$ cat src/rtl/dog_writer.sv
// Difference-of-Gaussians writer: streams two same-octave Gaussian images out of
// their BRAMs and writes blur - sharp, signed, into the DoG BRAM at one pixel per cycle.
module dog_writer #(
  parameter int BIT_DEPTH    = 8,
  parameter int DIMENSION    = 64,
  parameter int READ_LATENCY = 2
) (
  input  logic                        clk,
  input  logic                        rst_in_n,
  input  logic                        enable,
  input  logic [BIT_DEPTH-1:0]        sharp_data,
  input  logic [BIT_DEPTH-1:0]        blur_data,
  output logic [$clog2(DIMENSION*DIMENSION)-1:0] read_address,
  output logic [$clog2(DIMENSION*DIMENSION)-1:0] write_address,
  output logic signed [BIT_DEPTH:0]   write_data,
  output logic                        write_enable,
  output logic                        busy,
  output logic                        done
);

  localparam int N  = DIMENSION * DIMENSION;
  localparam int AW = $clog2(N);
  localparam logic [AW-1:0] LAST = AW'(N - 1);

  typedef enum logic [1:0] {IDLE, STREAM, DRAIN, DONE} state_t;

  state_t state, next_state;

  logic [READ_LATENCY-1:0] vld_pipe;
  logic [AW-1:0]           addr_pipe [READ_LATENCY];
  logic signed [BIT_DEPTH:0] diff;

  // Both operands are zero-extended, so the 9-bit result can never overflow.
  assign diff = $signed({1'b0, blur_data}) - $signed({1'b0, sharp_data});

  // NOTE: sequential state uses non-blocking assignments so every flop samples
  // the pre-edge values of the others, independent of process ordering.
  always_ff @(posedge clk or negedge rst_in_n) begin
    if (!rst_in_n) state <= IDLE;
    else           state <= next_state;
  end

  // NOTE: next_state gets a default before the case so no path leaves it
  // unassigned, which would otherwise infer a latch.
  always_comb begin
    next_state = state;
    case (state)
      IDLE:   if (enable) next_state = STREAM;
      STREAM: if (read_address == LAST) next_state = DRAIN;
      DRAIN:  if (write_enable && write_address == LAST) next_state = DONE;
      DONE:   next_state = IDLE;
      default: next_state = IDLE;
    endcase
  end

  // Termination is detected at LAST, so the counter is reloaded rather than wrapped.
  always_ff @(posedge clk or negedge rst_in_n) begin
    if (!rst_in_n)                                   read_address <= '0;
    else if (state == STREAM && read_address != LAST) read_address <= read_address + AW'(1);
    else                                             read_address <= '0;
  end

  always_ff @(posedge clk or negedge rst_in_n) begin
    if (!rst_in_n) begin
      vld_pipe <= '0;
    end else begin
      vld_pipe[0] <= (state == STREAM);
      for (int i = 1; i < READ_LATENCY; i++) vld_pipe[i] <= vld_pipe[i-1];
    end
  end

  // NOTE: only the valid bits need reset; the address delay line is qualified
  // by them, so it is left unreset and can map onto plain shift registers.
  always_ff @(posedge clk) begin
    addr_pipe[0] <= read_address;
    for (int i = 1; i < READ_LATENCY; i++) addr_pipe[i] <= addr_pipe[i-1];
  end

  always_ff @(posedge clk or negedge rst_in_n) begin
    if (!rst_in_n) begin
      write_enable  <= 1'b0;
      write_address <= '0;
      write_data    <= '0;
    end else begin
      write_enable  <= vld_pipe[READ_LATENCY-1];
      write_address <= addr_pipe[READ_LATENCY-1];
      write_data    <= diff;
    end
  end

  assign busy = (state == STREAM) || (state == DRAIN);
  assign done = (state == DONE);

endmodule

$ cat config.mk
export PLATFORM = sky130hd
export DESIGN_NAME = dog_writer
export DESIGN_NICKNAME = d
export VERILOG_FILES = /design/src/rtl/dog_writer.sv
export SDC_FILE = /design/constraint.sdc
export NUM_CORES = 1
export LEC_CHECK = 0
export CORE_MARGIN = 4
export CORE_UTILIZATION = 45
export CTS_CLUSTER_SIZE = 8
export DETAILED_ROUTE_END_ITERATION = 12
export GPL_TIMING_DRIVEN = 0
export PLACE_DENSITY = 0.73
export SETUP_SLACK_MARGIN = 0.1
export SYNTH_ARGS = -nofsm -noshare
export SYNTH_HDL_FRONTEND = slang
export SYNTH_SLANG_ARGS = --single-unit
$ cat constraint.sdc
create_clock -name clk -period 1.65 [get_ports clk]
set_input_delay 0.33 -clock clk [delete_from_list [all_inputs] [get_ports clk]]
set_output_delay 0.33 -clock clk [all_outputs]
set_load 0.03 [all_outputs]
==> out/results.txt, run 1 <==
pwr/cell area - 1000 nW/um^2
post-place instance area - 2820 sq um
fraction of layout instances using a drive strength above 1 - 32.2%
Synth Area in Adders - 8.39%
final hold vios - 0
unrepaired setup endpoints after global routing - true
CTS tree - built
clock-pin slew on the worst setup and hold paths - 70 ps
antenna-violating nets left - 0
Hold WS - 94.8 ps
worst rel slew slack - 44.9%
status - finished clean
WP data required - 1870 ps
core area - 4690 sq um
crit-path max FO - 2
initial antenna violation count - 0
CP Launch Type - input port
critical path capture point type - flop
DR vias/cell - 4.76
multiplexer share of the synthesized area - 0.689%
Avg Cell Area, Syn - 12.8 sq um
Synth Area in XOR/XNOR - 5.63%
FMAX - 0.643 GHz
Clock Skews - 7.11 ps
Static Leakage - 0.00148 uW
net count after synthesis - 203
vias in the first global route - 1484
compound-cell area share of the yosys netlist - 4.37%
total chip power - 3210 uW
Area Overhead vs Synth - 47.2%
WL/cell - 13.3 microns
Yosys top cell area share - 43.7%
Antenna diodes - 0
Setup CP Type - in2reg
Synth Instances - 170
Die Y - 77.6 microns
Final period util - 94.3%
Post-CTS Hold Buffers - 0
simple logic cell fraction of the synthesized area - 12.3%
Slew @ Worst Pin - 826 ps
Worst Path Arrival - 1770 ps
GPL Wtd Cong - 0.730
DRC errors left - 0
Design Area, Final - 3210 sq um
# nets final - 286
detailed placement HPWL - 2.61 mm
GRT overflow - 0
I/O pins - 55
most common cell after layout, fill and taps aside - dlygate4sd2_1
maximum buffer depth of the clock tree - 2
number of buffers created by CTS - 9
register area share after synthesis - 65.7%
# rows - 25
flops & latches, synth - 62
top cells by area, synth - dfrtp_1 (44%), dfxtp_1 (22%), ha_1 (7.5%)
Root Driver - clkbuf_8
Final min period - 1560 ps
Synth Warn # - 0
setup TNS - 0 ps
die area - 6020 sq um
Cell Count, Final, Fillers Out - 312
via count - 1486
initial core utilization - 46.4%
# port buffers - 54
Detailed Routing Iterations Pass 1 - 4
final WL - 4.15 mm
library cells used by synthesis - 33
final setup violating endpoints - 0
H-tree depth - 3
largest net degree at the start of global routing - 39
Num Clock Sinks - 62
most frequent cells in the layout - dlygate4sd2_1 (34), dfrtp_1 (31), dfxtp_1 (24)
Die X - 77.6 microns
cell total after placement - 278
path type of the worst min-delay path - in2async
Max Slew Vio Count - 0
main combinational cell family by area after synthesis - simple AND/OR/NAND/NOR gates
Total GRT Usage - 14.9%
clk_lat worst skew - 330 ps
drt first-iter violations - 20
first-pass GRT wire length - 6.82 mm
Mapped Area - 2180 sq um
peak supply drop - 0.515 mV
Max-cap violations - 0
post-synth top area cell - dfrtp_1
## per-stage QoR
| step | utilization, % | setup slack (ps) |
|---|---|---|
| detailed placement | 60.1 | -633 |
| global route | 68.3 | 59.2 |
| finish | 68.3 | 94.2 |
| floorplan | - | -15.7 |
| global placement | 60.2 | -735 |
| CTS | 66.9 | 80.7 |
## power breakdown
part / total (uW) / switching (uW) / leakage, uW / internal [uW]
registers: 1560 / 11.4 / 0.000641 / 1550
logic: 391 / 219 / 0.000744 / 172
clock network: 1260 / 561 / 0.0000935 / 700
total: 3210 / 792 / 0.00148 / 2420
## cell families after synthesis
group | Yosys count
flops | 62
simple gates | 50
buf+inv | 16
xor+xnor | 14
fa+ha+maj | 14
compound gates | 13
mux | 1
## worst max-delay path, stage by stage
cell and delay (ps):
buf_2 80, inv_2 40, ha_4 160, fa_2 380
nor2b_2 140, o21ai_2 80, a21boi_2 180, o21ai_1 90
a211o_1 290
## state kept, by name (all words and copies together) (netlist names)
signal         flops
addr_pipe         24
read_address      12
write_address     12
write_data         9
state              2
vld_pipe           2
write_enable       1
## cell usage after synthesis
| cell type | count |
|---|---|
| dfrtp_1 | 38 |
| dfxtp_1 | 24 |
| inv_1 | 15 |
| nor2_1 | 15 |
| ha_1 | 13 |
| xnor2_1 | 9 |
| nand3_1 | 8 |
| nand2_1 | 6 |
| xor2_1 | 5 |
| and2_1 | 4 |
| nand4_1 | 3 |
| nor3_1 | 3 |
| o21ai_0 | 3 |
| a21oi_1 | 2 |
| and3_1 | 2 |
| nand3_2 | 2 |
| nor2b_1 | 2 |
| a211o_1 | 1 |
| a21boi_0 | 1 |
| a311oi_1 | 1 |
| and4_1 | 1 |
| and4_4 | 1 |
| buf_4 | 1 |
| fa_1 | 1 |
| mux2_4 | 1 |
| nand2b_1 | 1 |
| nor3b_2 | 1 |
| o2111ai_1 | 1 |
| o21a_1 | 1 |
| o21ai_2 | 1 |
| o41a_1 | 1 |
| o41ai_1 | 1 |
| or3_1 | 1 |
## worst paths after layout
| path | start | endpoint | slack (ps) | cells past startpoint |
|---|---|---|---|---|
| max | blur_data[0] | write_data[8] | 90 | 9 |
| min reg2reg | addr_pipe[0][5] | addr_pipe[1][5] | 330 | 0 |
| max in group asynchronous | rst_in_n | read_address[0] | 980 | 1 |
| min | rst_in_n | write_address[2] | 90 | 1 |
| max reg2reg | read_address[1] | state[1] | 120 | 6 |
| min in group clk | sharp_data[0] | write_data[0] | 270 | 3 |
## cell type report
cell class                 instances  area, sq um
fill                             360         1490
multi-input combinational         92          843
timing repair buffer              72          597
clock inverter                     5         60.1
sequential                        62         1440
tap                               54         67.6
clock buffer                      11          131
buffer                             1         11.3
inverter                          15         56.3
## metal layers
layer	vias up	global-route usage (%)	part of all wire (%)
met1	688	16.7	43
met2	53	23.8	48
li1	736	-	-
met4	0	8.72	2.1
met3	9	6.03	7.4
met5	-	0	0
## timing repair
action / in CTS / in global routing
pin swaps: 19 / 8
buffers inserted: 12 / 6
endpoints found under the setup margin: 43 / 12
resized for setup: 89 / 13
No activity file was read; power rests on OpenSTA's default activity.
==> run 2, diff against run 1 <==
Settings changed: CTS_CLUSTER_DIAMETER set to 150, HOLD_SLACK_MARGIN set to 0.02.
==> results of run 2 <==
Final layout, timing and power as in run 1 (identical DEF).
==> run 3, diff against run 2 <==
==> constraint.sdc (replaced) <==
create_clock -name clk -period 1.65 [get_ports clk]
set_input_delay 0.33 -clock clk [delete_from_list [all_inputs] [get_ports clk]]
set_output_delay 0.33 -clock clk [all_outputs]
set_load 0.1 [all_outputs]
==> out/results.txt, run 3 (synthesized netlist as in run 1, its figures left out) <==
status - finished clean
pre-CTS setup slack - -623 ps
WP data required - 1320 ps
Filler Cells Inserted - 336
initial antenna violation count - 0
Setup CP Type - reg2out
initial core utilization - 46.4%
peak supply drop - 0.476 mV
most frequent cells in the layout - buf_4 (30), buf_2 (26), dfxtp_1 (24)
via count - 1494
maximum buffer depth of the clock tree - 2
Final period util - 95.4%
first-pass GRT wire length - 6.74 mm
H-tree depth - 3
drt first-iter violations - 68
Num Clock Sinks - 62
vias in the first global route - 1531
largest registers - addr_pipe: 24 flops, read_address: 12 flops, write_address: 12 flops
# nets final - 292
post-place instance area - 2860 sq um
Die X - 77.6 microns
final hold vios - 0
Max Slew Vio Count - 0
critical path capture point type - output pin
number of buffers created by CTS - 9
antenna-violating nets left - 0
clock-pin slew on the worst setup and hold paths - 70 ps
Total GRT Usage - 14.8%
Root Driver - clkbuf_8
WL/cell - 13.0 microns
FMAX - 0.635 GHz
Global Route met1 Usage - 15.1%
clk_lat worst skew - 330 ps
GPL Wtd Cong - 0.729
DRC errors left - 0
# rows - 25
DR vias/cell - 4.70
number of flip-flops in the largest register - 24
Design Area, Final - 3230 sq um
detailed placement HPWL - 2.62 mm
core area - 4690 sq um
CP Launch Type - flop
most common cell after layout, fill and taps aside - buf_4
Top Usage Layer GRT - met2
CTS tree - built
Reg with most FFs - addr_pipe
worst rel slew slack - 46.1%
crit-path max FO - 3
Clock Skews - 5.80 ps
largest net degree at the start of global routing - 39
Detailed Routing Iterations Pass 1 - 4
total chip power - 3450 uW
final setup violating endpoints - 0
# port buffers - 54
pwr/cell area - 1070 nW/um^2
final WL - 4.15 mm
Slew @ Worst Pin - 808 ps
Static Leakage - 0.00148 uW
unrepaired setup endpoints after global routing - true
Die Y - 77.6 microns
I/O pins - 55
path type of the worst min-delay path - in2async
Antenna diodes - 0
met3 usage - 7.54%
GRT overflow - 0
met2 Use GR - 24.7%
die area - 6020 sq um
Worst Path Arrival - 1240 ps
fraction of layout instances using a drive strength above 1 - 51.9%
Area Overhead vs Synth - 48.3%
Max-cap violations - 0
Final min period - 1570 ps
setup slack after layout - 75.8 ps
==> run 3: cell types whose count changed in the layout (fill, tap and decap cells not counted), sizes merged <==
cell           change
buf               +35
clkdlybuf4s15      -3
clkinvlp           +2
dlygate4sd2       -28
==> run 3: worst max-delay path, stage by stage (launching register included) <==
cell	delay, ps
dfrtp_1	390
inv_2	70
ha_4	280
buf_12	170
==> run 3: area by class of cell <==
cell class,instances,area [sq um],share of cell area [%]
inverter,15,56.3,1.74
timing repair buffer,78,569,17.6
tap,54,67.6,2.09
buffer,1,11.3,0.349
multi-input combinational,92,848,26.3
sequential,62,1480,45.8
clock buffer,9,124,3.83
clock inverter,7,75.1,2.32
==> run 3: per-layer routing <==
metal	routed length (microns)	share of wire (%)
met1	1690	41
met2	2010	48
met3	363	8.7
met4	90	2.2
met5	0	0
==> run 3: through the flow <==
step | hold WS (ps) | utilization [%] | std cells | setup TNS [ps]
floorplan | 34.4 | - | 170 | -247
global placement | 310 | 61.0 | 278 | -36460
finish | 87.8 | 68.9 | 318 | 0
global route | 144 | 68.9 | 318 | 0
detailed placement | 312 | 60.9 | 278 | -9300
CTS | 109 | 67.7 | 312 | 0
==> run 3: worst paths after layout <==
kind | cells past startpoint | end | slack (ps) | from
min in group clk | 3 | write_data[0] | 270 | sharp_data[0]
max reg2reg | 6 | state[1] | 130 | read_address[0]
max | 3 | busy | 80 | state[0]
min reg2reg | 0 | write_address[9] | 320 | addr_pipe[1][9]
max in group asynchronous | 1 | read_address[0] | 970 | rst_in_n
min | 1 | write_address[3] | 90 | rst_in_n
==> run 3: timing repair <==
action / CTS / global route
buffers inserted: 18 / 6
hold buffers: 0 / 0
resized for setup: 228 / 18
setup endpoints to repair: 43 / 18
gates cloned: 0 / 0
pin swaps: 19 / 11
==> run 3: power by group <==
group	switching, uW	total, uW	internal [uW]	leakage (uW)
combinational	441	610	169	0.000765
clock	585	1280	698	0.0000914
sequential	8.14	1560	1550	0.000620
